## src/rtl/rd_arb_pkg.sv

```systemverilog
// Shared definitions for the two-channel read arbiter: FSM encoding, channel
// count and the longest burst the read master accepts.
package rd_arb_pkg;

   typedef enum logic [1:0] {
      IDLE    = 2'd0,
      ISSUE   = 2'd1,
      BUSY    = 2'd2,
      RELEASE = 2'd3
   } state_t;

   localparam int NUM_CH  = 2;
   localparam int MAX_LEN = 255;

endpackage

```

## src/rtl/rd_arb_rr.sv

```systemverilog
// Combinational 2-way winner select: a lone request wins outright, a tie goes
// to the channel that was not served last.
module rd_arb_rr
   import rd_arb_pkg::*;
(
   input  logic [NUM_CH-1:0] req_i,
   input  logic              last_i,
   output logic              win_o
);

   always_comb begin
      win_o = 1'b0;
      if (req_i == 2'b11) begin
         win_o = ~last_i;
      end else begin
         win_o = req_i[1];
      end
   end

endmodule

```

## src/rtl/rd_arb.sv

```systemverilog
// Two-channel read arbiter in front of a single read master.
// Define RD_ARB_FIXED_PRIO_EN for fixed priority (channel 0 highest) instead of round-robin.
module rd_arb
   import rd_arb_pkg::*;
#(
   parameter int ADDR_W = 32,
   parameter int LEN_W  = 10
)
(
   input  logic              ACLK,
   input  logic              ARESETN,
   input  logic              CH0_REQ,
   input  logic [ADDR_W-1:0] CH0_ADRS,
   input  logic [LEN_W-1:0]  CH0_LEN,
   output logic              CH0_GRANT,
   output logic              CH0_DONE,
   output logic              CH0_ERR,
   output logic              CH0_FIFO_WE,
   input  logic              CH1_REQ,
   input  logic [ADDR_W-1:0] CH1_ADRS,
   input  logic [LEN_W-1:0]  CH1_LEN,
   output logic              CH1_GRANT,
   output logic              CH1_DONE,
   output logic              CH1_ERR,
   output logic              CH1_FIFO_WE,
   output logic              RD_START,
   output logic [ADDR_W-1:0] RD_ADRS,
   output logic [LEN_W-1:0]  RD_LEN,
   input  logic              RD_READY,
   input  logic              RD_DONE,
   input  logic              RD_FIFO_WE
);

   state_t              state_q;
   logic                owner_q;
   logic                start_q;
   logic [ADDR_W-1:0]   adrs_q;
   logic [LEN_W-1:0]    len_q;
   logic [NUM_CH-1:0]   grant_q;
   logic [NUM_CH-1:0]   done_q;
   logic [NUM_CH-1:0]   err_q;
   logic [NUM_CH-1:0]   req;
   logic [NUM_CH-1:0]   fifo_we;
   logic                last_sel;
   logic                win_d;
   logic [ADDR_W-1:0]   sel_adrs;
   logic [LEN_W-1:0]    sel_len;
   logic                sel_bad;
   logic                xfer_active;

   assign req = {CH1_REQ, CH0_REQ};

`ifdef RD_ARB_FIXED_PRIO_EN
   // Pretending channel 1 was always served last makes channel 0 win every tie.
   assign last_sel = 1'b1;
`else
   logic last_q;
   assign last_sel = last_q;
`endif

   rd_arb_rr u_rr (
      .req_i  (req),
      .last_i (last_sel),
      .win_o  (win_d)
   );

   assign sel_adrs = win_d ? CH1_ADRS : CH0_ADRS;
   assign sel_len  = win_d ? CH1_LEN  : CH0_LEN;
   assign sel_bad  = (sel_len > LEN_W'(MAX_LEN));

   always_ff @(posedge ACLK) begin
      if (!ARESETN) begin
         state_q <= IDLE;
         owner_q <= 1'b0;
         start_q <= 1'b0;
         adrs_q  <= '0;
         len_q   <= '0;
         grant_q <= '0;
         done_q  <= '0;
         err_q   <= '0;
`ifndef RD_ARB_FIXED_PRIO_EN
         last_q  <= 1'b0;
`endif
      end else begin
         start_q <= 1'b0;
         done_q  <= '0;
         err_q   <= '0;
         case (state_q)
            IDLE: begin
               if (RD_READY && (|req)) begin
                  owner_q <= win_d;
                  adrs_q  <= sel_adrs;
                  len_q   <= sel_len;
                  if (sel_bad) begin
                     // Oversized burst: complete with error, never reaches the master.
                     state_q        <= RELEASE;
                     done_q[win_d]  <= 1'b1;
                     err_q[win_d]   <= 1'b1;
                  end else begin
                     state_q        <= ISSUE;
                     start_q        <= 1'b1;
                     grant_q[win_d] <= 1'b1;
                  end
               end
            end
            ISSUE: begin
               state_q <= BUSY;
            end
            BUSY: begin
               if (RD_DONE) begin
                  state_q         <= RELEASE;
                  done_q[owner_q] <= 1'b1;
                  grant_q         <= '0;
               end
            end
            RELEASE: begin
               state_q <= IDLE;
`ifndef RD_ARB_FIXED_PRIO_EN
               last_q  <= owner_q;
`endif
            end
            default: begin
               state_q <= IDLE;
            end
         endcase
      end
   end

   assign xfer_active = (state_q == ISSUE) || (state_q == BUSY);

   for (genvar gi = 0; gi < NUM_CH; gi++) begin : g_ch
      assign fifo_we[gi] = RD_FIFO_WE && xfer_active && (owner_q == 1'(gi));
   end

   assign CH0_GRANT   = grant_q[0];
   assign CH1_GRANT   = grant_q[1];
   assign CH0_DONE    = done_q[0];
   assign CH1_DONE    = done_q[1];
   assign CH0_ERR     = err_q[0];
   assign CH1_ERR     = err_q[1];
   assign CH0_FIFO_WE = fifo_we[0];
   assign CH1_FIFO_WE = fifo_we[1];
   assign RD_START    = start_q;
   assign RD_ADRS     = adrs_q;
   assign RD_LEN      = len_q;

endmodule

```

## config.mk

```make
export PLATFORM = sky130hd
export DESIGN_NAME = rd_arb
export DESIGN_NICKNAME = d
export VERILOG_FILES = /design/src/rtl/rd_arb_pkg.sv /design/src/rtl/rd_arb_rr.sv /design/src/rtl/rd_arb.sv
export SDC_FILE = /design/constraint.sdc
export NUM_CORES = 1
export LEC_CHECK = 0
export ABC_CLOCK_PERIOD_IN_PS = 3800
export BUFFER_PORTS_ARGS = -buffer_cell sky130_fd_sc_hd__buf_2
export CORE_MARGIN = 2
export CORE_UTILIZATION = 45
export CTS_CLUSTER_SIZE = 14
export DETAILED_ROUTE_END_ITERATION = 12
export PLACE_DENSITY = 0.87
export SETUP_SLACK_MARGIN = 0.3
export SLEW_MARGIN = 20
export SYNTH_ARGS = -nofsm -noshare
export SYNTH_HDL_FRONTEND = slang
export SYNTH_SLANG_ARGS = --single-unit
```

## constraint.sdc

```tcl
create_clock -name ACLK -period 3.8 [get_ports ACLK]
set_clock_uncertainty 0.05 [all_clocks]
set_input_delay 0.38 -clock ACLK [delete_from_list [all_inputs] [get_ports ACLK]]
set_output_delay 0.38 -clock ACLK [all_outputs]
set_load 0.005 [all_outputs]
```

# Word level (Yosys, flattened, before mapping)
# Index checks and enable logic that the tools add are counted.
[word_totals]
ff_bits = 53
latch_bits = 0
ramBits = 0
rom_bits = 0
output_inout_bits = 51
elab_cells = 59
memories = 0
[op_classes]
addsub = 0
mul = 0
div = 0
n_lt_le_gt_ge = 5
n_eq_ne = 7
n_shift = 0
mux = 20
bitwise = 3
reduce_logical = 15
[ops]
columns = ["operator", "count"]
rows = [
  ["2-to-1 mux 32 bit", 1],
  ["2-to-1 mux 2 bit", 9],
  ["greater-than comparator 10 x 8 -> 1 bit, second input constant", 1],
  ["2-to-1 mux 10 bit", 1],
  ["case mux 2 bit (2 select lines)", 2],
  ["case mux 2 bit (4 select lines)", 1],
  ["equality test 2 bit, second input constant", 3],
  ["logical AND 1 bit", 6],
  ["!= test 2 bit, second input constant", 3],
  ["AND reduction 2 bit", 3],
  ["< comparator 1 x 2 -> 1 bit, second input constant", 2],
  ["2-to-1 mux 1 bit", 4],
  ["AND reduction 4 bit", 1],
  ["AND reduction 3 bit", 1],
  ["demux 1 bit (select 1 bit)", 2],
  ["equality test 2 x 1 -> 1 bit, second input constant", 1],
  ["greater-or-equal comparator 1 bit, second input constant", 2],
  ["zero test 2 bit", 1],
  ["inverter 1 bit", 2],
  ["bitwise OR 2 bit", 1],
  ["nonzero test 2 bit", 1],
  ["OR reduction 2 bit", 1],
  ["logical OR 1 bit", 1],
]

# Logic depth before layout (Yosys ltp)
[logic_depth]
word_depth = 10
mapped_depth = 9

# Cells and area by module
# Synthesis repeated with hierarchy kept, for this count alone.
[hier_totals]
cells_unflattened = 248
hier_area_um2 = 2389.8
[by_module_without_submodules]
columns = ["mod", "instances", "cells_per_inst", "area_each_um2"]
rows = [
  ["rd_arb", 1, 247, 2378.5],
  ["rd_arb_rr", 1, 1, 11.3],
]

# Least setup slack after synthesis
# OpenSTA, ideal clock, no wires.
[synth_path]
path_type = "register to register"
from = "reg state_q[0]"
to = "reg owner_q"
setup_ns = 0.122
arrival_time_ns = 1.377
setup_slack_ns = 2.251
path_stages_with_launch = 10
path_buffers = 4
period_less_slack_ns = 1.549
path_cell_list = "dfxtp_1 inv_1 ha_1 buf_4 o211a_1 buf_4 buf_6 buf_6 a21oi_1 nor2_1"
[synth_via]
elab_chain_len = 2
[synth_rtl]
columns = ["item", "line_no", "text"]
rows = [
  ["from (decl)", "rd_arb.sv:34", "state_t state_q;"],
  ["from (signal assigned)", "rd_arb.sv:73", "state_q <= IDLE;"],
  ["from (signal assigned)", "rd_arb.sv:96", "state_q <= RELEASE;"],
  ["from (signal assigned)", "rd_arb.sv:100", "state_q <= ISSUE;"],
  ["zero test 2 bit", "rd_arb.sv:88", "case (state_q)"],
  ["AND reduction 2 bit (no source line)", "--", ""],
  ["to (signal assigned)", "rd_arb.sv:91", "owner_q <= win_d;"],
  ["to (decl)", "rd_arb.sv:35", "logic owner_q;"],
]
# Every way passes these cells.
# A chain may end at the register's enable or synchronous reset.

# Worst setup path after layout
[layout_path]
from = "reg state_q[0]"
to = "reg adrs_q[26], in the netlist RD_ADRS[26]"
[layout_via]
elab_chain_len = 2
[layout_rtl]
columns = ["item", "line_no", "text"]
rows = [
  ["zero test 2 bit", "rd_arb.sv:88", ""],
  ["AND reduction 2 bit (no source line)", "--", ""],
  ["to (signal assigned)", "rd_arb.sv:92", "adrs_q <= sel_adrs;"],
  ["to (decl)", "rd_arb.sv:37", "logic [ADDR_W-1:0] adrs_q;"],
]
# Every way passes these cells.

==> run_results.csv <==
group,metric,value,unit
run_status,status,"completed",
route,drt_drc_violations_left,0,
cts,cts.sink_count,53,
yosys,warnings_synthesis,0,
cts,postCtsHoldBufs,0,
timing,finalHoldViolCount,0,
timing,final.setup.tns,0,ns
placement,worst_setup_slack_before_clock_tree_synthesis,1.38,ns
critical_path,critical_path.startpoint,"state_q[0]",
timing,setup_viol,0,
route,dr_total_vias,2599,
timing,post_route_fraction_of_the_period_consumed_by_the_critical_path,0.654,
critical_path,timing.critical_path.max_delay_family,"compound AO/OA/AOI/OAI gates",
critical_path,crit_required,3.94,ns
global_route,grt_max_degree,77,
critical_path,worst_path_max_delay_cell,"sky130_fd_sc_hd__o211a_4",
critical_path,crit_path_end_kind,"flop",
floorplan,fp-row-count,27,
cts,tritoncts_clock_tree,"yes",
yosys,synth_seq_cells,53,
global_route,global_route_wire_length_before_repair,10500,µm
yosys,portion_of_synthesized_cell_area_occupied_by_the_leading_cell_type,0.405,
route,wl_per_cell,13.8,µm
floorplan,floorplan.die_area,6440,µm²
hold_path,hold_path_depth,3,
floorplan,ios,142,
finish,fin_nets,514,
timing,setup_repair_after_global_routing_missed_its_margin,"no",
finish,final_util,0.604,
global_route,gr-usage-all-layers,0.202,
critical_path,reg2reg_slack,1.31,ns
critical_path,cp.buffers_inverters,2,
placement,place_hpwl,4950,µm
yosys,syn-num-nets,388,
floorplan,chipWidth,80.3,µm
critical_path,critical_path_type,"flop to flop",
floorplan,start_util,0.470,
finish,syn_to_final_growth,28.7,%
hold_path,hold_path.startpoint,"CH1_ADRS[9]",
cts,h-tree-depth,2,
hold_path,hold_path_class,"input pin to flop",
timing,max_freq,402,MHz
timing,max_slew_headroom,0.340,
finish,postLayoutCellArea,3370,µm²
finish,antenna_cells,0,
route,drtPass1Iterations,4,
critical_path,worst-r2r-cell-count,6,
cts,cts_setup_buffers,0,
hold_path,timing.hold.worst_endpoint,"RD_ADRS[9]",
placement,detailed_place.area,3270,µm²
placement,place.detailed.instances,485,
cts,clock_path_buffers,2,
power_and_ir_drop,power.density_cell_area,539,nW/µm²
critical_path,arrival_time_of_data_at_the_critical_path_endpoint,2.62,ns
timing,slew_violations,0,
critical_path,crit-reg2reg-launch,"state_q[0]",
floorplan,fp.coreArea,5570,µm²
finish,drive_above_1_share,0.466,
cts,clock_tree.root_cell,"sky130_fd_sc_hd__clkbuf_8",
route,drt-vias-per-instance,5.27,
power_and_ir_drop,vdd_ir_drop_max,0.414,mV
yosys,netlist-cell-type-count,29,
run,maxcap_viol_count,0,
power_and_ir_drop,total_leakage_power,1.56,nW
yosys,synth.top_cells.by_area,"sky130_fd_sc_hd__dfxtp_1, sky130_fd_sc_hd__a311oi_2, sky130_fd_sc_hd__nand2_1",
cts,worst_skew_pair.late_latency,0.29,ns
global_route,grt_overflow_total,0,
timing,worst_slew_pin_slew,0.989,ns
critical_path,crit_path_start_kind,"flop",
yosys,netlist_area,2620,µm²
critical_path,crit_path_cell_trace,"inv_1, ha_1, o211a_4, buf_4, nor2_1, a311oi_2",
yosys,synthCells,294,
cts,cts_resized,0,
yosys,post_synth.cell_area_avg,8.90,µm²
critical_path,crit_fanout,76,
placement,gp_congestion,0.826,
route,antenna_left,0,
finish,post_layout_nonfiller_instances,493,
yosys,yosys.area.top_type,"sky130_fd_sc_hd__dfxtp_1",
cts,numCtsBuffers,5,
critical_path,critPathMaxStageDelay,0.87,ns
timing,period_minus_slack,2.49,ns
floorplan,height_of_the_die,80.3,µm
power_and_ir_drop,design_power_total,1.81,mW
route,initialDrtViolationCount,75,
yosys,synth_seq_area_share,0.405,
timing,least_setup_slack_across_all_paths_after_layout,1.31,ns
cts,clock_edge_transition_at_the_registers_on_the_reported_setup_and_hold_paths,0.09,ns
placement,place.port_buffers,141,
route,routed_wirelength,6790,µm
global_route,grt_pass1_vias,2459,
critical_path,r2r-end,"RD_ADRS[26]",
timing,final.hold.worst_slack,0.295,ns
global_route,antenna_violations_before_repair,0,
-- report_power, final --
group	internal (mW)	total [mW]	switching (mW)
combinational	0.326	0.720	0.394
clock	0.165	0.338	0.173
sequential	0.688	0.757	0.0694
total	1.18	1.81	0.636
-- worst reg2reg max path, delay by kind of cell (launching register included) --
family | cells | cell delay, ns
DFF | 1 | 0.34
adders and majority gates | 1 | 0.32
and+or+nand+nor | 1 | 0.08
AOI/OAI and AO/OA | 2 | 1.12
buffers and inverters | 2 | 0.47
-- flip-flops by register name, summed over array words and instances, names as in the netlist --
register  count
owner_q       1
err_q         2
RD_LEN       10
last_q        1
done_q        2
RD_ADRS      32
state_q       2
RD_START      1
grant_q       2
-- cell usage in the layout (no fill, tap or decap), drive strengths merged --
cell / n
a21boi: 1
a21o: 2
a21oi: 3
a311oi: 42
a31o: 1
a31oi: 3
buf: 143
clkbuf: 7
clkinv: 2
dfxtp: 53
ha: 3
inv: 3
mux2: 1
mux2i: 1
nand2: 90
nand2b: 1
nand3: 1
nor2: 52
nor2b: 2
nor3: 1
o211a: 1
o21ai: 5
o21bai: 1
o221a: 1
o22ai: 1
-- worst max-delay path by stage --
stage,endpoint,slack (ns),depth (start not counted)
2_1_floorplan,owner_q,2.25,9
3_3_place_gp,RD_LEN[0],1.50,6
3_5_place_dp,RD_ADRS[26],1.38,6
4_1_cts,RD_ADRS[26],1.35,6
5_1_grt,RD_LEN[0],1.18,6
6_report,RD_ADRS[26],1.31,6
-- Yosys cell counts --
master and n:
sky130_fd_sc_hd__nand2b_1 1, sky130_fd_sc_hd__o22ai_1 1, sky130_fd_sc_hd__ha_1 3, sky130_fd_sc_hd__buf_6 9
sky130_fd_sc_hd__nor2b_1 2, sky130_fd_sc_hd__mux2i_1 1, sky130_fd_sc_hd__buf_4 2, sky130_fd_sc_hd__nor2_1 52
sky130_fd_sc_hd__a311oi_2 39, sky130_fd_sc_hd__a21oi_1 3, sky130_fd_sc_hd__buf_2 10, sky130_fd_sc_hd__o211a_1 1
sky130_fd_sc_hd__mux2_2 1, sky130_fd_sc_hd__o221a_2 1, sky130_fd_sc_hd__a31o_1 1, sky130_fd_sc_hd__a21boi_2 1
sky130_fd_sc_hd__dfxtp_1 53, sky130_fd_sc_hd__o21ai_0 5, sky130_fd_sc_hd__nand2_2 1, sky130_fd_sc_hd__nor3_1 1
sky130_fd_sc_hd__a21o_1 2, sky130_fd_sc_hd__nand2_1 89, sky130_fd_sc_hd__nand3_1 1, sky130_fd_sc_hd__a31oi_1 3
sky130_fd_sc_hd__inv_2 1, sky130_fd_sc_hd__o21bai_1 1, sky130_fd_sc_hd__a311oi_1 3, sky130_fd_sc_hd__inv_1 3
sky130_fd_sc_hd__clkbuf_1 3
-- area by class of cell --
class	instances	area [µm²]
Inverter	4	16.3
Sequential cell	53	1060
Clock buffer	7	96.3
Multi-Input combinational cell	213	1380
Fill cell	524	2210
Tap cell	72	90.1
Timing Repair Buffer	143	721
Clock inverter	1	5.00
-- per-layer routing --
layer  wire length [µm]  share of wire  GRT usage
met1               2780           0.41      0.229
met5                  0              0          0
met4                106          0.016     0.0797
met2               3520           0.52      0.368
met3                388          0.057     0.0404
-- cells by family (layout without fill, tap and decap cells) --
family	Yosys count	after routing	share of synthesized area
buf+inv	28	155	0.0736
simple gates	147	147	0.216
compound gates	61	61	0.283
fa+ha+maj	3	3	0.0143
mux	2	2	0.00813
flops	53	53	0.405
No activity file was read; power rests on OpenSTA's default activity.
